$ cat src/rtl/mem_bus_master.sv
// Initiator-side sequencer for the 13-bit ROM/RAM bus: one CPU access at a time,
// per-region wait states, registered outputs and rejection of writes into ROM.
module mem_bus_master #(
    parameter int unsigned ADDR_W   = 13,
    parameter int unsigned DATA_W   = 8,
    parameter int unsigned ROM_WAIT = 2,
    parameter int unsigned RAM_WAIT = 1
) (
    input  logic              clk,
    input  logic              rst_n,
    input  logic              req,
    input  logic              we,
    input  logic [ADDR_W-1:0] cpu_addr,
    input  logic [DATA_W-1:0] cpu_wdata,
    output logic [DATA_W-1:0] cpu_rdata,
    output logic              ack,
    output logic              err,
    output logic [ADDR_W-1:0] bus_addr,
    output logic [DATA_W-1:0] bus_wdata,
    input  logic [DATA_W-1:0] bus_rdata,
    output logic              bus_rd,
    output logic              bus_wr,
    output logic              rom_sel,
    output logic              ram_sel
);

    localparam logic [2:0] RomCnt = 3'(ROM_WAIT);
    localparam logic [2:0] RamCnt = 3'(RAM_WAIT);

    typedef enum logic [1:0] {StIdle, StAccess, StDone} state_e;

    state_e            state_q, state_d;
    logic [2:0]        cnt_q, cnt_d;
    logic [DATA_W-1:0] cpu_rdata_q, cpu_rdata_d;
    logic [ADDR_W-1:0] bus_addr_q, bus_addr_d;
    logic [DATA_W-1:0] bus_wdata_q, bus_wdata_d;
    logic              ack_q, ack_d;
    logic              err_q, err_d;
    logic              bus_rd_q, bus_rd_d;
    logic              bus_wr_q, bus_wr_d;
    logic              rom_sel_q, rom_sel_d;
    logic              ram_sel_q, ram_sel_d;
    logic              req_is_ram;

    // RAM occupies the top quarter of the map (1800H-1FFFH).
    assign req_is_ram = (cpu_addr[ADDR_W-1:ADDR_W-2] == 2'b11);

    always_comb begin
        state_d     = state_q;
        cnt_d       = cnt_q;
        cpu_rdata_d = cpu_rdata_q;
        bus_addr_d  = bus_addr_q;
        bus_wdata_d = bus_wdata_q;
        ack_d       = 1'b0;
        err_d       = 1'b0;
        bus_rd_d    = 1'b0;
        bus_wr_d    = 1'b0;
        rom_sel_d   = 1'b0;
        ram_sel_d   = 1'b0;

        unique case (state_q)
            StIdle: begin
                if (req) begin
                    bus_addr_d  = cpu_addr;
                    bus_wdata_d = cpu_wdata;
                    if (we && !req_is_ram) begin
                        // Write into ROM: never strobe, report the rejection at once.
                        state_d = StDone;
                        ack_d   = 1'b1;
                        err_d   = 1'b1;
                    end else begin
                        state_d   = StAccess;
                        cnt_d     = req_is_ram ? RamCnt : RomCnt;
                        bus_rd_d  = !we;
                        bus_wr_d  = we;
                        ram_sel_d = req_is_ram;
                        rom_sel_d = !req_is_ram;
                    end
                end
            end
            StAccess: begin
                if (cnt_q == 3'd0) begin
                    state_d = StDone;
                    ack_d   = 1'b1;
                    if (bus_rd_q) begin
                        cpu_rdata_d = bus_rdata;
                    end
                end else begin
                    cnt_d     = cnt_q - 3'd1;
                    bus_rd_d  = bus_rd_q;
                    bus_wr_d  = bus_wr_q;
                    rom_sel_d = rom_sel_q;
                    ram_sel_d = ram_sel_q;
                end
            end
            StDone: begin
                state_d = StIdle;
            end
            default: begin
                state_d = StIdle;
            end
        endcase
    end

    always_ff @(posedge clk or negedge rst_n) begin
        if (!rst_n) begin
            state_q     <= StIdle;
            cnt_q       <= 3'd0;
            cpu_rdata_q <= '0;
            bus_addr_q  <= '0;
            bus_wdata_q <= '0;
            ack_q       <= 1'b0;
            err_q       <= 1'b0;
            bus_rd_q    <= 1'b0;
            bus_wr_q    <= 1'b0;
            rom_sel_q   <= 1'b0;
            ram_sel_q   <= 1'b0;
        end else begin
            state_q     <= state_d;
            cnt_q       <= cnt_d;
            cpu_rdata_q <= cpu_rdata_d;
            bus_addr_q  <= bus_addr_d;
            bus_wdata_q <= bus_wdata_d;
            ack_q       <= ack_d;
            err_q       <= err_d;
            bus_rd_q    <= bus_rd_d;
            bus_wr_q    <= bus_wr_d;
            rom_sel_q   <= rom_sel_d;
            ram_sel_q   <= ram_sel_d;
        end
    end

    assign cpu_rdata = cpu_rdata_q;
    assign ack       = ack_q;
    assign err       = err_q;
    assign bus_addr  = bus_addr_q;
    assign bus_wdata = bus_wdata_q;
    assign bus_rd    = bus_rd_q;
    assign bus_wr    = bus_wr_q;
    assign rom_sel   = rom_sel_q;
    assign ram_sel   = ram_sel_q;

endmodule

$ cat config.mk
export PLATFORM = sky130hd
export DESIGN_NAME = mem_bus_master
export DESIGN_NICKNAME = d
export VERILOG_FILES = /design/src/rtl/mem_bus_master.sv
export SDC_FILE = /design/constraint.sdc
export NUM_CORES = 1
export LEC_CHECK = 0
export ABC_AREA = 0
export BUFFER_PORTS_ARGS = -buffer_cell sky130_fd_sc_hd__buf_2
export CELL_PAD_IN_SITES_DETAIL_PLACEMENT = 0
export CELL_PAD_IN_SITES_GLOBAL_PLACEMENT = 1
export CORE_MARGIN = 2
export CORE_UTILIZATION = 36
export CTS_BUF_LIST = sky130_fd_sc_hd__clkbuf_2 sky130_fd_sc_hd__clkbuf_4 sky130_fd_sc_hd__clkbuf_8
export CTS_CLUSTER_SIZE = 30
export DETAILED_ROUTE_END_ITERATION = 12
export PLACE_DENSITY_LB_ADDON = 0.1
export SYNTH_ARGS = -nofsm -noshare
export SYNTH_HDL_FRONTEND = slang
export SYNTH_SLANG_ARGS = --single-unit
$ cat constraint.sdc
create_clock -name clk -period 2 [get_ports clk]
set_input_delay 0.4 -clock clk [delete_from_list [all_inputs] [get_ports clk]]
set_output_delay 0.4 -clock clk [all_outputs]
set_load 0.05 [all_outputs]
==> key figures <==
Outcome
  – Outcome: complete, no violations

Logic synthesis
  – Main area contributors after synthesis: dfrtp_1, nand2_1, mux2_2
  – Mapped cell area: around 0.0016 mm²
  – Count of cell types in the netlist: 22
  – Ys async rst share: between 90% and 100%
  – YS warnings: 0
  – Syn Area/Cell: 10.4 µm²
  – Post-Syn Instances: approximately 150
  – Cell with the most instances after synthesis: nand2_1
  – Synth Net Count: 188
  – Post-synthesis sequential area ratio: between 60% and 70%
  – Yosys reg bits: 40
  – Post-synth EDFFs: 0
  – Post-synth top cells: nand2_1, dfrtp_1, mux2_2
  – Primary FF master, synth: dfrtp_1
  – Yosys top cell by area: dfrtp_1
  – Post-synth top area share: between 60% and 70%

Global routing
  – Total congestion overflow: 0
  – Pin count of the biggest net entering global routing: 41
  – Total track usage: 14.8%
  – First-pass GRT wire length: 5850 µm
  – Vias in the first global route: about 1300
  – Number of antenna violations at the first check in global routing: 0

Placed design
  – Detailed Place HPWL: about 2500 µm
  – Port Buf Inserts: 67
  – GPL Wtd Cong: ~0.74

Floorplanning
  – Chip width: ~70 µm
  – Initial Util: 36.9%
  – Die area: 0.00498 mm²
  – Rows: 24
  – I/O pin count: 68
  – Core ar.: about 0.0043 mm²
  – Die height: around 71 µm

Clock network
  – Max H-tree Level: 2
  – CTS root buf: clkbuf_8
  – CTS tree: built
  – Clk_lat worst skew: about 0.28 ns
  – # resized after CTS: 0
  – Clk buf depth: 2
  – Clk slew on worst S/H paths: 0.08 ns
  – Total CTS buffers: 5
  – Post CTS Setup Buffer Count: 0
  – Hold-fix buffers, CTS: 0
  – CTS Sinks: 40

Setup path
  – CP top delay family: simple AND/OR/NAND/NOR gates
  – Critical path fanouts, max: 8
  – Crit path launch type: flip-flop
  – Arr. time, crit path: 1.92 ns
  – Crit. End Element: flip-flop
  – Reg-to-reg critical path startpoint: cnt_q[0]
  – Cells along the critical path: inv_1 -> ha_1 -> nor2b_1 -> nand3_2 -> mux2_2
  – R2R depth: 5
  – CP Buf/Inv Count: 1
  – Setup slack, reg-to-reg: approximately 0.25 ns
  – RR Endpoint: cpu_rdata[6]
  – CP max-delay cell: dfrtp_1
  – Max incr delay on CP: roughly 0.40 ns
  – Crit Path Class: reg -> reg
  – CP required: roughly 2.2 ns

Finish
  – ANT cells: 0
  – Multi-input combinational cell area: about 570 µm²
  – Area delta synth->final: 33.5%
  – Fillers: roughly 440
  – Share of cells above drive strength 1: between 40 and 50%
  – Nets: about 260
  – Register area: ~0.0010 mm²

Timing
  – Fin Setup TNS: 0 ns
  – Fin crit period: roughly 1.8 ns
  – Least-Margin Pin Slew: 0.494 ns
  – RSZ-0062 raised after global routing: no
  – Worst rel slew slack: about two thirds
  – Max Clock Freq: 571 MHz
  – Clock skew: approximately 0.006 ns
  – Final worst-path cycle share: roughly 90%
  – Final Hold Fails: 0
  – Setup Viol. Count Final: 0
  – Max Slew Vio Count: 0

Route
  – Drt total wl: about 3400 µm
  – Vias per inst: ~4.6
  – DR WL/cell: around 12 µm
  – Post-DRT Antenna Nets: 0
  – First drt pass iteration count: 4
  – Vias: between 1000 and 1500
  – Remaining DRCs: 0
  – Initial DRC count: 36

Run
  – Max Cap Viol: 0

Worst hold path
  – Hold Path Class: in -> async
## sequential cells by signal, indices dropped and copies added, names as in the netlist
register / cells
bus_wr: 1
err: 1
ack: 1
rom_sel: 1
state_q: 2
cnt_q: 3
bus_addr: 13
ram_sel: 1
bus_rd: 1
cpu_rdata: 8
bus_wdata: 8
## worst register-to-register path, delay by kind of cell (launching register included)
kind | cells | cell delay (ns)
muxes | 1 | 0.34
buffers and inverters | 1 | 0.11
adders and majority gates | 1 | 0.15
DFF | 1 | 0.40
and+or+nand+nor | 2 | 0.64
## layout make-up
class | count | share of cell area, %
Clock buffer | 7 | 4.52
Timing Repair Buffer | 70 | 16.8
Clock inverter | 1 | 1.41
Multi-Input combinational cell | 106 | 26.7
Sequential cell | 40 | 47.0
Inverter | 3 | 0.529
Tap cell | 52 | 3.06
## stage by stage
| step | instance area [µm²] | utilization (%) | hold WS [ns] | cells | setup WS, ns |
|---|---|---|---|---|---|
| final | 2130 | 49.2 | 0.161 | 279 | 0.249 |
| after global placement | 2000 | 46.3 | 0.452 | 271 | 0.348 |
| after detailed placement | 2000 | 46.3 | 0.456 | 271 | 0.274 |
| after CTS | 2130 | 49.2 | 0.172 | 279 | 0.247 |
| after floorplan | 1600 | - | 0.104 | 153 | 0.463 |
| after global routing | 2130 | 49.2 | 0.205 | 279 | 0.117 |
## logic make-up after synthesis
logic type / Yosys count / synth area share (%)
multiplexers: 9 / 6.27
AND/OR/NAND/NOR: 82 / 21.1
adder cells (fa/ha/maj): 2 / 1.57
flip-flops: 40 / 62.7
buffers and inverters: 7 / 1.96
AO/OA/AOI/OAI: 13 / 6.35
## how the worst max path moves through the flow
stage / start / to / slack [ns] / depth (start not counted)
2_1_floorplan: cnt_q[0] / cpu_rdata[0] / 0.46 / 5
3_3_place_gp: cnt_q[0] / cpu_rdata[1] / 0.35 / 5
3_5_place_dp: cnt_q[0] / cpu_rdata[6] / 0.27 / 5
4_1_cts: cnt_q[0] / cpu_rdata[6] / 0.25 / 5
5_1_grt: cnt_q[0] / cpu_rdata[6] / 0.12 / 5
6_report: cnt_q[0] / cpu_rdata[6] / 0.25 / 5
## cell usage in the layout, fill, tap and decap left out, drive strengths merged
master and instances:
a211oi 1, a21o 4, a21oi 3, a22o 3
and2 1, and2b 1, buf 70, bufinv 1
clkbuf 7, dfrtp 40, ha 2, inv 3
mux2 8, mux2i 1, nand2 66, nand2b 1
nand3 3, nor2 7, nor2b 1, nor3 1
nor3b 1, o211ai 2
## metal layers
| metal | wire length [µm] | global-route usage, % | share of wire (%) | vias to the layer above |
|---|---|---|---|---|
| met5 | 0 | 0 | 0 | - |
| met4 | 36 | 5.03 | 1.1 | 0 |
| met3 | 234 | 4.99 | 6.9 | 5 |
| met2 | 1650 | 25.8 | 48 | 39 |
| met1 | 1500 | 17.1 | 44 | 601 |
| li1 | - | - | - | 634 |
Power is not shown: default switching activity piles up to over one toggle a cycle in this logic, so the estimate is an artifact.
